## config.mk

```make
export PLATFORM = sky130hd
export DESIGN_NAME = updi_tx_serializer
export DESIGN_NICKNAME = d
export VERILOG_FILES = /design/src/rtl/updi_tx_serializer.sv
export SDC_FILE = /design/constraint.sdc
export NUM_CORES = 1
export LEC_CHECK = 0
export CELL_PAD_IN_SITES_DETAIL_PLACEMENT = 0
export CELL_PAD_IN_SITES_GLOBAL_PLACEMENT = 1
export CORE_MARGIN = 1.5
export CORE_UTILIZATION = 43
export CTS_CLUSTER_DIAMETER = 50
export CTS_CLUSTER_SIZE = 8
export DETAILED_ROUTE_END_ITERATION = 8
export PLACE_DENSITY = 0.84
export SLEW_MARGIN = 5
export SYNTH_ARGS = -nofsm -noshare
export SYNTH_HDL_FRONTEND = slang
export SYNTH_SLANG_ARGS = --single-unit
```

## constraint.sdc

```tcl
create_clock -name i_clk -period 3.68 [get_ports i_clk]
set_clock_uncertainty 0.15 [all_clocks]
set_input_delay 0.552 -clock i_clk [delete_from_list [all_inputs] [get_ports i_clk]]
set_output_delay 0.552 -clock i_clk [all_outputs]
set_load 0.01 [all_outputs]
```

## src/rtl/updi_tx_serializer.sv

```systemverilog
// updi_tx_serializer: shifts pre-framed 12-bit UPDI characters onto the line with guard time and drive release.
// Define UPDI_TX_FRAME_CHECK_EN to reject frames with a bad start, stop or parity at acceptance.
module updi_tx_serializer #(
  parameter int CLK_DIV    = 16,
  parameter int GUARD_BITS = 2
) (
  input  logic        i_clk,
  input  logic        i_rstn,
  input  logic [11:0] i_frame,
  input  logic        i_valid,
  output logic        o_ready,
  input  logic        i_trans_en,
  output logic        o_tx,
  output logic        o_tx_oe,
  output logic        o_busy,
  output logic        o_done,
  output logic        o_frame_err
);
  localparam int BW = (CLK_DIV > 1) ? $clog2(CLK_DIV) : 1;
`ifdef UPDI_TX_FRAME_CHECK_EN
  localparam bit CHK = 1'b1;
`else
  localparam bit CHK = 1'b0;
`endif
  typedef enum logic [1:0] {IDLE, SHIFT, GUARD} state_t;
  state_t state;
  logic [BW-1:0] baud;
  logic [3:0] bits;
  logic [10:0] sr;
  logic last, init, accept, bad, baud_tc, to_idle;
  assign accept = i_valid && o_ready;
  assign bad = CHK && (i_frame[11] || i_frame[1:0] != 2'b11 || i_frame[2] != ^i_frame[10:3]);
  assign baud_tc = baud == BW'(CLK_DIV - 1);
  assign to_idle = baud_tc && ((state == SHIFT && bits == 4'd11 && GUARD_BITS == 0) ||
                               (state == GUARD && bits == 4'(GUARD_BITS - 1)));
  always_ff @(posedge i_clk) begin
    if (!i_rstn) begin
      state       <= IDLE;
      baud        <= '0;
      bits        <= '0;
      sr          <= '0;
      last        <= 1'b0;
      init        <= 1'b0;
      o_tx        <= 1'b1;
      o_tx_oe     <= 1'b0;
      o_ready     <= 1'b0;
      o_busy      <= 1'b0;
      o_done      <= 1'b0;
      o_frame_err <= 1'b0;
    end else begin
      init        <= 1'b1;
      o_done      <= 1'b0;
      o_frame_err <= 1'b0;
      case (state)
        IDLE: begin
          o_ready <= init;
          if (accept && bad) begin
            o_frame_err <= 1'b1;
          end else if (accept) begin
            state   <= SHIFT;
            // remaining bits in line order: d0..d7, parity, stop, stop
            sr      <= {i_frame[3], i_frame[4], i_frame[5], i_frame[6], i_frame[7],
                        i_frame[8], i_frame[9], i_frame[10], i_frame[2:0]};
            last    <= i_trans_en;
            o_tx    <= i_frame[11];
            o_tx_oe <= 1'b1;
            o_busy  <= 1'b1;
            o_ready <= 1'b0;
            baud    <= '0;
            bits    <= '0;
          end
        end
        SHIFT: begin
          baud <= baud_tc ? '0 : baud + 1'b1;
          if (baud_tc && bits == 4'd11) begin
            bits  <= '0;
            state <= GUARD;
            o_tx  <= 1'b1;
          end else if (baud_tc) begin
            bits <= bits + 4'd1;
            o_tx <= sr[10];
            sr   <= {sr[9:0], 1'b1};
          end
        end
        default: begin
          baud <= baud_tc ? '0 : baud + 1'b1;
          if (baud_tc) bits <= bits + 4'd1;
        end
      endcase
      if (to_idle) begin
        state   <= IDLE;
        bits    <= '0;
        o_ready <= 1'b1;
        o_busy  <= 1'b0;
        o_tx    <= 1'b1;
        o_tx_oe <= !last;
        o_done  <= last;
      end
    end
  end
endmodule

```

Word level (Yosys, flattened, before mapping)
Cells that the tools add are included.
{"block": "word_totals", "reg_bits": 28, "out_inout_bits": 6, "in_bits": 16, "word_cells": 64}
{"block": "classes", "n_eq_ne": 10, "addsub": 2, "n_mux": 24, "bitwise_logic": 1, "reduce_logical": 16}
{"op": "2-to-1 mux 11 bit", "count": 3}
{"op": "one-hot mux 11 bit (2 select lines)", "count": 1}
{"op": "2-to-1 mux 4 bit", "count": 5}
{"op": "2-to-1 mux 1 bit", "count": 10}
{"op": "adder 4 x 1 -> 4 bit, second input constant", "count": 2}
{"op": "== test 4 bit, second input constant", "count": 2}
{"op": "one-hot mux 4 bit (2 select lines)", "count": 1}
{"op": "inequality test 2 bit, second input constant", "count": 3}
{"op": "AND reduction 2 bit", "count": 3}
{"op": "AND reduction 3 bit", "count": 2}
{"op": "nonzero test 2 bit", "count": 3}
{"op": "== test 4 x 1 -> 1 bit, second input constant", "count": 1}
{"op": "logical AND 1 bit", "count": 4}
{"op": "2-to-1 mux 2 bit", "count": 2}
{"op": "one-hot mux 2 bit (2 select lines)", "count": 1}
{"op": "AND reduction 4 bit", "count": 1}
{"op": "inequality test 3 x 2 -> 1 bit, second input constant", "count": 1}
{"op": "== test 2 x 1 -> 1 bit, second input constant", "count": 1}
{"op": "== test 2 bit, second input constant", "count": 1}
{"op": "zero test 2 bit", "count": 1}
{"op": "inequality test 2 x 1 -> 1 bit, second input constant", "count": 1}
{"op": "one-hot mux 1 bit (2 select lines)", "count": 1}
{"op": "OR reduction 2 bit", "count": 1}
{"op": "zero test 1 bit", "count": 1}
{"op": "NOT 1 bit", "count": 1}

Depth between registers and ports, before layout
Gate-level depths: netlist (run 1).
{"block": "depth", "depth_word": 5, "mapped_depth": 7, "ltp_nobuf": 6}

Least setup slack after synthesis (run 1)
No wires, ideal clock.
{"block": "synth_path", "path_type": "register -> register", "startpoint": "register baud[0]", "endpoint": "register sr[10]", "setup_slack_ps": 1800, "setup_ps": 116, "t_arrival_ps": 1613, "synth_period_minus_slack_ps": 1880, "stages_incl_launch_ff": 7, "required_ps": 3414, "n_path_buf": 1, "cell_sequence": "dfxtp_1 -> ha_1 -> nand3_1 -> or4_4 -> and2_1 -> buf_6 -> o211a_1"}
{"block": "synth_via", "elab_chain_cells": 4, "word_cells_on_any_way": 5, "classes_between": "3 x eq/ne; 2 x reduce/logical"}
{"item": "start, declared", "line": "27", "source": "logic [BW-1:0] baud;"}
{"item": "start signal, assigned", "line": "74", "source": "baud <= baud_tc ? '0 : baud + 1'b1;"}
{"item": "start signal, assigned", "line": "86", "source": "baud <= baud_tc ? '0 : baud + 1'b1;"}
{"item": "== test 4 bit (*)", "line": "33", "source": "assign baud_tc = baud == BW'(CLK_DIV - 1);"}
{"item": "logical AND 1 bit", "line": "75", "source": "if (baud_tc && bits == 4'd11) begin"}
{"item": "inequality test 2 bit (no line)"}
{"item": "AND reduction 4 bit (no line) (*)"}
{"item": "end signal, assigned", "line": "62", "source": "sr <= {i_frame[3], i_frame[4], i_frame[5], i_frame[6], i_frame[7],"}
{"item": "end signal, assigned", "line": "82", "source": "sr <= {sr[9:0], 1'b1};"}
{"item": "end, declared", "line": "29", "source": "logic [10:0] sr;"}
Mark *: on every way between the ends. The rest lies on a longest branch, timed or not.
A chain may end at the register's enable or synchronous reset.

Final worst setup path (run 1)
{"block": "layout_path", "startpoint": "register state[0]", "endpoint": "register sr[3]"}
{"block": "layout_via", "elab_chain_cells": 3, "word_cells_on_any_way": 8, "classes_between": "4 x eq/ne; 1 x mux; 3 x reduce/logical"}
{"item": "start, declared", "line": "26", "source": "state_t state;"}
{"item": "start signal, assigned", "line": "38", "source": "state <= IDLE;"}
{"item": "start signal, assigned", "line": "60", "source": "state <= SHIFT;"}
{"item": "start signal, assigned", "line": "77", "source": "state <= GUARD;"}
{"item": "== test 2 x 1 -> 1 bit or zero test 2 bit (tied branches)", "line": "54", "source": "case (state)"}
{"item": "inequality test 2 bit (no line) or nonzero test 2 bit (tied branches)"}
{"item": "AND reduction 4 bit (no line)"}
Several ways; a longest one is shown, not always the timed one.

==> results of run 1 <==
-- kinds of logic after synthesis --
group           share of synthesized area
simple gates                        0.213
compound gates                      0.181
xor+xnor                           0.0193
flops                               0.412
buf+inv                            0.0561
mux                                0.0882
fa+ha+maj                          0.0276
other cells                       0.00275
-- power breakdown --
part	leakage, nW	switching [mW]	internal, mW	total (mW)
registers	0.228	0.00875	0.315	0.324
logic	0.532	0.0326	0.0397	0.0723
clock network	0.0138	0.0863	0.0384	0.125
-- per-layer routing --
layer  part of all wire  wire, um  up-vias
li1                   -         -      553
met1               0.47      1320      531
met2               0.47      1330       32
met3              0.049       139        4
met4              0.016        45        0
met5                  0         0        -
-- worst max-delay path: stages (launching register included) --
cell	delay (ns)
dfxtp_1	0.56
nand2b_1	0.48
o22ai_1	0.93
and2_1	0.49
o211a_1	0.19
-- worst max-delay path by stage --
stage	startpoint	to	slack, ns
2_1_floorplan	baud[0]$_SDFFE_PN0P_	sr[10]$_SDFFE_PN0P_	1.80
3_3_place_gp	i_valid	sr[4]$_SDFFE_PN0P_	0.94
3_5_place_dp	i_valid	sr[2]$_SDFFE_PN0P_	0.86
4_1_cts	state[0]$_SDFFE_PP0P_	sr[2]$_SDFFE_PN0P_	0.87
5_1_grt	state[0]$_SDFFE_PP0P_	sr[7]$_SDFFE_PN0P_	0.68
6_report	state[0]$_SDFFE_PP0P_	sr[3]$_SDFFE_PN0P_	0.82
-- cell usage in the layout (no fill, tap or decap), drive strengths merged, types with 2 or more instances in the layout --
| cell type | n |
|---|---|
| nand2 | 4 |
| xor2 | 3 |
| and2 | 5 |
| dfxtp | 28 |
| a22oi | 2 |
| nand2b | 2 |
| o31ai | 2 |
| clkdlybuf4s50 | 20 |
| nor3 | 3 |
| ha | 3 |
| o211a | 11 |
| mux2i | 12 |
| clkbuf | 3 |
| a21boi | 2 |
| a21oi | 6 |
| nand3 | 15 |
| or4 | 2 |
| nor2b | 3 |
| inv | 4 |
| nor2 | 10 |
| o21ai | 2 |
-- per-stage QoR --
stage	std cells	power (mW)
6_report	202	0.521
4_1_cts	202	0.529
2_1_floorplan	146	0.373
5_1_grt	202	0.544
3_5_place_dp	199	0.403
3_3_place_gp	199	0.400
-- final cells by class --
cell class | instances | area share
repair buffers | 21 | 0.131
multi-input cells | 102 | 0.457
well taps | 44 | 0.0347
clock buffers | 3 | 0.0142
inverters | 4 | 0.00947
flip-flops and latches | 28 | 0.354
-- registers in the layout, summed over array words and instances (netlist names), 2 cells and up --
name	cells
bits	4
state	2
sr	11
baud	4
==> flow_metrics.env, run 1 <==
export IMPL_synth_avg_cell_area_um2=9.32
export IMPL_grt_use_met1=0.216
export IMPL_finalSetupViolCount=0
export IMPL_io_buffers=20
export IMPL_irDropWorstVdd_v=0.000148
export IMPL_synth_seq_cells=28
export IMPL_fin_setup_tns_ns=0
export IMPL_worstPathRequired_ns=3.80
export IMPL_leakagePower_nw=0.774
export IMPL_routed_wirelength_um=2840
export IMPL_grt_antenna_before_repair=0
export IMPL_fin_nets=179
export IMPL_grt_pass1_wl_um=4490
export IMPL_r2r_cells=4
export IMPL_r2r_slack_ns=0.82
export IMPL_clk_pin_slew_ns=0.15
export IMPL_insertion_delay_ns=0.33
export IMPL_maxCapViolCount=0
export IMPL_rsz0062_at_grt="no"
export IMPL_hp_class="reg2reg"
export IMPL_dp_slack_ns=0.857
export IMPL_whs_ns=0.301
export IMPL_wl_per_cell_um=14.1
export IMPL_cts_setup_buffers=0
export IMPL_ys_flop_type="dfxtp_1"
export IMPL_ant_nets=0
export IMPL_min_path_cells=2
export IMPL_async_flop_share=0
export IMPL_seq_area_frac_synth=0.412
export IMPL_multi_input_area_um2=724
export IMPL_use_met3=0.0240
export IMPL_drc_errors=0
export IMPL_worstSetupPathType="reg2reg"
export IMPL_yosys_warnings=0
export IMPL_core_area_um2=3030
export IMPL_cts_tree="yes"
export IMPL_synthTopCellsByArea="dfxtp_1 (41%), mux2i_1 (8.8%), o211a_1 (8.1%), nand3_1 (5.5%), ha_1 (2.8%)"
export IMPL_fin_crit_sh=0.777
export IMPL_layout_drive_gt1_share=0.0380
export IMPL_utilization=0.524
export IMPL_r2r_start="state[0]$_SDFFE_PP0P_"
export IMPL_synth_top_area_share=0.412
export IMPL_grt_max_degree=22
export IMPL_grt_pass1_vias=1021
export IMPL_track_usage=0.170
export IMPL_min_period_ns=2.86
export IMPL_fin_ws_ns=0.822
export IMPL_min_to="o_done$_SDFF_PN0_"
export IMPL_viasPerCell=5.54
export IMPL_first_iter_violations=31
export IMPL_synth_edf_count=0
export IMPL_seq_area_um2=561
export IMPL_placed_area_um2=1560
export IMPL_syn_inst=146
export IMPL_cp_arrival_ns=2.98
export IMPL_startpoint_type="register"
export IMPL_min_from="last$_SDFFE_PN0P_"
export IMPL_numClockSinks=28
export IMPL_hold_viol_final=0
export IMPL_drv_slew=0
export IMPL_root_buffer="clkbuf_4"
export IMPL_num_rows=20
export IMPL_n_antenna_cell=0
export IMPL_gr_usage_met2=0.284
export IMPL_drt_first_pass_iters=4
export IMPL_synth_fp_nets=165
export IMPL_dieHeight_um=59.3
export IMPL_tightest_slew_ns=0.996
export IMPL_fillers=300
export IMPL_ctsLongestPathBuffers=2
export IMPL_top_usage_layer="met2"
export IMPL_power_density_nw_per_um2=329
export IMPL_htree_num_levels=1
export IMPL_vias=1120
export IMPL_postCtsHoldBufs=0
export IMPL_io_pins=22
export IMPL_overflow=0
export IMPL_r2r_end="sr[3]$_SDFFE_PN0P_"
export IMPL_status="finished, final reports clean"
export IMPL_netlist_area_um2=1360
export IMPL_max_freq_mhz=350
export IMPL_fp_dieW_um=59.3
export IMPL_start_util=0.450
export IMPL_synthTopCellsByCount="dfxtp_1 (28), nand3_1 (15), mux2i_1 (12)"
export IMPL_die_area_um2=3510
export IMPL_yosys_area_top_type="dfxtp_1"
export IMPL_cp_max_fo=14
export IMPL_synthToLayoutAreaGrowth_pct=16.5
export IMPL_cts_resized=0
export IMPL_end_kind="register"
export IMPL_fin_area_um2=1590
export IMPL_gp_congestion=0.786
export IMPL_cts_buffers=3
export IMPL_max_slew_margin=0.336
export IMPL_hpwl_um=1970
export IMPL_yosysMostFrequentCell="dfxtp_1"
export IMPL_ys_types=39
Note: power is estimated with default switching activity, not from simulation.
==> run 2: changes to the inputs <==
CORE_UTILIZATION = 36   (was 43)
PLACE_DENSITY = 0.75   (was 0.84)
clock period = 2.6 ns   (was 3.68 ns; I/O delays follow)
==> run 2 against run 1 <==
Against the previous run: fmax increased by 32%; utilization down 6.4 points; clock-buffer cell count did not move; via count up 0.63%; combinational power is 44% higher.
==> flow_metrics.env, run 2 (synthesis gave the netlist of run 1 again) <==
export IMPL_status="finished, final reports clean"
export IMPL_cp_arrival_ns=2.19
export IMPL_r2r_slack_ns=0.43
export IMPL_power_density_nw_per_um2=542
export IMPL_vias=1127
export IMPL_overflow=0
export IMPL_startpoint_type="register"
export IMPL_final_common_cell="dfxtp_1"
export IMPL_start_util=0.375
export IMPL_gp_congestion=0.756
export IMPL_combPwrFrac=0.115
export IMPL_rsz0062_at_grt="no"
export IMPL_r2r_end="sr[1]$_SDFFE_PN0P_"
export IMPL_routed_wirelength_um=2810
export IMPL_finalSetupViolCount=0
export IMPL_fin_setup_tns_ns=0
export IMPL_ctsLongestPathBuffers=2
export IMPL_maxCapViolCount=0
export IMPL_viasPerCell=5.34
export IMPL_hold_viol_final=0
export IMPL_layout_drive_gt1_share=0.0675
export IMPL_largest_reg_flops=11
export IMPL_top_usage_layer="met2"
export IMPL_grt_pass1_vias=1055
export IMPL_leakagePower_nw=0.814
export IMPL_core_area_um2=3630
export IMPL_whs_ns=0.311
export IMPL_r2r_cells=5
export IMPL_hp_class="reg2reg"
export IMPL_fillers=369
export IMPL_wl_per_cell_um=13.3
export IMPL_fin_crit_sh=0.833
export IMPL_utilization=0.459
export IMPL_cts_tree="yes"
export IMPL_cp_max_fo=13
export IMPL_switching_share=0.215
export IMPL_drc_errors=0
export IMPL_seqPwrFrac=0.506
export IMPL_htree_num_levels=1
export IMPL_numClockSinks=28
export IMPL_synthToLayoutAreaGrowth_pct=22.6
export IMPL_max_freq_mhz=462
export IMPL_p_sw_uw=195
export IMPL_final_cell_mix="dfxtp_1 (28), clkdlybuf4s50_1 (20), nand3_1 (15)"
export IMPL_fin_nets=183
export IMPL_grt_use_met1=0.183
export IMPL_p_clk_frac=0.379
export IMPL_io_buffers=20
export IMPL_n_antenna_cell=0
export IMPL_end_kind="register"
export IMPL_r2r_start="baud[0]$_SDFFE_PN0P_"
export IMPL_cts_setup_buffers=0
export IMPL_io_pins=22
export IMPL_use_met3=0.0243
export IMPL_startpoint="baud[0]$_SDFFE_PN0P_"
export IMPL_endpoint="sr[1]$_SDFFE_PN0P_"
export IMPL_fp_dieW_um=64.5
export IMPL_worstPathRequired_ns=2.62
export IMPL_die_area_um2=4160
export IMPL_worstSetupPathType="reg2reg"
export IMPL_top_register="sr"
export IMPL_irDropWorstVdd_v=0.000234
export IMPL_tightest_slew_ns=0.501
export IMPL_first_iter_violations=33
export IMPL_dieHeight_um=64.5
export IMPL_postCtsHoldBufs=0
export IMPL_cts_resized=0
export IMPL_power_internal_uw=710
export IMPL_root_buffer="clkbuf_8"
export IMPL_gr_usage_met2=0.243
export IMPL_hpwl_um=2040
export IMPL_top_regs="sr x11, baud x4, bits x4"
export IMPL_track_usage=0.143
export IMPL_max_slew_margin=0.665
export IMPL_grt_antenna_before_repair=0
export IMPL_grt_max_degree=22
export IMPL_grt_pass1_wl_um=4720
export IMPL_drt_first_pass_iters=4
export IMPL_drv_slew=0
export IMPL_num_rows=22
export IMPL_cts_buffers=3
export IMPL_clk_pin_slew_ns=0.10
export IMPL_ant_nets=0
export IMPL_insertion_delay_ns=0.27
export IMPL_min_period_ns=2.17
run 2: changes by cell type in the layout (fill, tap and decap cells not counted), sizes merged:
cell / change
bufinv: +1
buf: +4
run 2: area by class of cell:
class / count / area (um2) / share of cell area
clock buffers: 3 / 41.3 / 0.0247
clock inverters: 1 / 30.0 / 0.0180
inverters: 4 / 15.0 / 0.00900
multi-input cells: 102 / 724 / 0.434
flip-flops and latches: 28 / 561 / 0.336
well taps: 48 / 60.1 / 0.0360
repair buffers: 25 / 238 / 0.142
run 2: through the flow:
step / setup WS [ns] / instances / instance area [um2] / power, mW
final: 0.435 / 211 / 1670 / 0.905
after global routing: 0.309 / 211 / 1670 / 0.943
after CTS: 0.431 / 211 / 1670 / 0.916
after detailed placement: 0.446 / 207 / 1600 / 0.573
after global placement: 0.461 / 207 / 1600 / 0.570
after floorplan: 0.720 / 146 / 1360 / 0.527
run 2: how the worst min path moves through the flow:
stage,start,end,slack [ns],depth (start not counted)
floorplan,i_rstn,init$_DFF_P_,0.27,0
global placement,last$_SDFFE_PN0P_,o_done$_SDFF_PN0_,0.30,2
detailed placement,last$_SDFFE_PN0P_,o_done$_SDFF_PN0_,0.31,2
CTS,last$_SDFFE_PN0P_,o_done$_SDFF_PN0_,0.32,2
global route,last$_SDFFE_PN0P_,o_done$_SDFF_PN0_,0.35,2
finish,last$_SDFFE_PN0P_,o_done$_SDFF_PN0_,0.31,2
run 2: routing by layer:
metal  share of wire  wire length, um
met1            0.48             1350
met2            0.48             1360
met3           0.029               82
met4          0.0071               20
met5               0                0
run 2: worst max-delay path, cell delays in order (launching register included):
cell     delay, ns
dfxtp_1       0.39
ha_1          0.24
nand3_1       0.13
or4_4         0.59
and2_1        0.32
o211a_1       0.25
run 2: power groups by stage:
stage	clock network (mW)	registers (mW)	logic [mW]
after floorplan	0	0.465	0.0625
after global placement	0	0.467	0.103
after detailed placement	0	0.468	0.105
after CTS	0.352	0.458	0.106
after global routing	0.368	0.460	0.115
final	0.343	0.457	0.104
==> run 3: changes to the inputs <==
CORE_UTILIZATION = 39   (was 36)
PLACE_DENSITY = 0.78   (was 0.75)
clock period = 2 ns   (was 2.6 ns; I/O delays follow)
==> run 3 against run 2 <==
Against the previous run: critical endpoint is now sr[9]$_SDFFE_PN0P_; global-route usage up 3.0 points; sequential cell count unchanged; combinational power up 38%; clock-buffer cell count stayed put; worst hold slack gained 0.0031 ns; die area down 7.3%.
==> flow_metrics.env, run 3 (synthesis gave the netlist of run 1 again) <==
export IMPL_hp_class="reg2reg"
export IMPL_instances_no_fill=215
export IMPL_grt_pass1_wl_um=4900
export IMPL_maxCapViolCount=0
export IMPL_crit_path_max_incr_delay_ns=0.49
export IMPL_multi_input_area_um2=726
export IMPL_ctsLongestPathBuffers=2
export IMPL_hold_viol_final=0
export IMPL_whs_ns=0.314
export IMPL_first_iter_violations=26
export IMPL_num_rows=21
export IMPL_fp_dieW_um=62.1
export IMPL_max_freq_mhz=520
export IMPL_start_util=0.408
export IMPL_gp_congestion=0.756
export IMPL_cp_slowest_cell="or4_4"
export IMPL_synthToLayoutAreaGrowth_pct=24.5
export IMPL_fin_crit_sh=0.961
export IMPL_clk_pin_slew_ns=0.15
export IMPL_seq_area_um2=562
export IMPL_viasPerCell=5.33
export IMPL_cp_max_fo=10
export IMPL_top_regs="sr x11, baud x4, bits x4"
export IMPL_io_pins=22
export IMPL_n_antenna_cell=0
export IMPL_end_kind="register"
export IMPL_final_common_cell="dfxtp_1"
export IMPL_fin_setup_tns_ns=0
export IMPL_fin_area_um2=1700
export IMPL_cp_num_buf_inv=0
export IMPL_drc_errors=0
export IMPL_ant_nets=0
export IMPL_cts_buffers=3
export IMPL_vias=1147
export IMPL_track_usage=0.172
export IMPL_drv_slew=0
export IMPL_largest_reg_flops=11
export IMPL_min_period_ns=1.92
export IMPL_fillers=332
export IMPL_fin_nets=189
export IMPL_overflow=0
export IMPL_numClockSinks=28
export IMPL_hpwl_um=2120
export IMPL_htree_num_levels=1
export IMPL_cpLargestDelayFamily="simple AND/OR/NAND/NOR gates"
export IMPL_irDropWorstVdd_v=0.000273
export IMPL_layout_drive_gt1_share=0.112
export IMPL_grt_max_degree=22
export IMPL_leakagePower_nw=0.838
export IMPL_rsz0062_at_grt="no"
export IMPL_worstPathRequired_ns=2.09
export IMPL_routed_wirelength_um=2970
export IMPL_wl_per_cell_um=13.8
export IMPL_die_area_um2=3850
export IMPL_drt_first_pass_iters=4
export IMPL_placed_area_um2=1640
export IMPL_cts_tree="yes"
export IMPL_top_register="sr"
export IMPL_grt_pass1_vias=1100
export IMPL_worstSetupPathType="reg2reg"
export IMPL_io_buffers=20
export IMPL_final_cell_mix="dfxtp_1 (27), clkdlybuf4s50_1 (20), nand3_1 (15)"
export IMPL_finalSetupViolCount=0
export IMPL_status="finished, final reports clean"
export IMPL_dieHeight_um=62.1
export IMPL_startpoint_type="register"
export IMPL_root_buffer="clkbuf_4"
export IMPL_power_density_nw_per_um2=656
export IMPL_core_area_um2=3340
export IMPL_path_cells="ha_1 -> nand3_1 -> or4_4 -> and2_2 -> o211a_1"
export IMPL_grt_antenna_before_repair=0
export IMPL_insertion_delay_ns=0.33
export IMPL_cp_arrival_ns=2.01
export IMPL_dp_cells=211
==> run 3: cell count changes in the layout (fill, tap and decap cells not counted) <==
cell	change
buf_4	+6
clkbuf_4	+3
clkbuf_8	-3
and2_1	-1
and2_2	+1
dfxtp_1	-1
dfxtp_2	+1
==> run 3: layout make-up <==
cell class,instances,area share
Timing Repair Buffer,31,0.167
Multi-Input combinational cell,102,0.428
Tap cell,46,0.0339
Clock inverter,1,0.0177
Clock buffer,3,0.0133
Sequential cell,28,0.331
Inverter,4,0.00886
==> run 3: report_power, final <==
| part | switching, mW | leakage (nW) | internal, mW |
|---|---|---|---|
| logic | 0.0624 | 0.582 | 0.0801 |
| registers | 0.0151 | 0.228 | 0.580 |
| clock network | 0.171 | 0.0279 | 0.203 |
| total | 0.249 | 0.838 | 0.863 |
==> run 3: worst reg2reg max path, stage by stage, from the launching register on <==
cell	delay, ns
dfxtp_1	0.40
ha_1	0.18
nand3_1	0.10
or4_4	0.49
and2_2	0.28
o211a_1	0.24
==> run 3: final timing paths <==
kind / from / to / slack, ns / depth (start not counted)
worst max-delay path: baud[1]$_SDFFE_PN0P_ / sr[9]$_SDFFE_PN0P_ / 0.08 / 5
worst min-delay path: last$_SDFFE_PN0P_ / o_done$_SDFF_PN0_ / 0.31 / 2
worst max register to register: baud[1]$_SDFFE_PN0P_ / sr[9]$_SDFFE_PN0P_ / 0.08 / 5
worst min register to register: last$_SDFFE_PN0P_ / o_done$_SDFF_PN0_ / 0.31 / 2
==> run 3: per-stage QoR <==
stage | power, mW | util | setup WS (ns)
after floorplan | 0.686 | - | 0.120
after global placement | 0.745 | 0.492 | 0.104
after detailed placement | 0.749 | 0.492 | 0.0181
after CTS | 1.12 | 0.507 | 0.0169
after global routing | 1.16 | 0.508 | 0.00563
final | 1.11 | 0.508 | 0.0787
==> run 3: routing by layer <==
metal	wire length [um]	global-route usage	vias to the layer above
met3	114	0.0269	2
li1	-	-	574
met2	1440	0.298	20
met1	1410	0.216	551
met4	15	0.0638	0
met5	0	0	-
==> run 3: timing repair <==
| item | in CTS | in global routing |
|---|---|---|
| endpoints found under the setup margin | 0 | 10 |
| setup buffers | 0 | 0 |
| hold buffers | 0 | 0 |
| resized for setup | 0 | 2 |
| endpoints found under the hold margin | 0 | 0 |
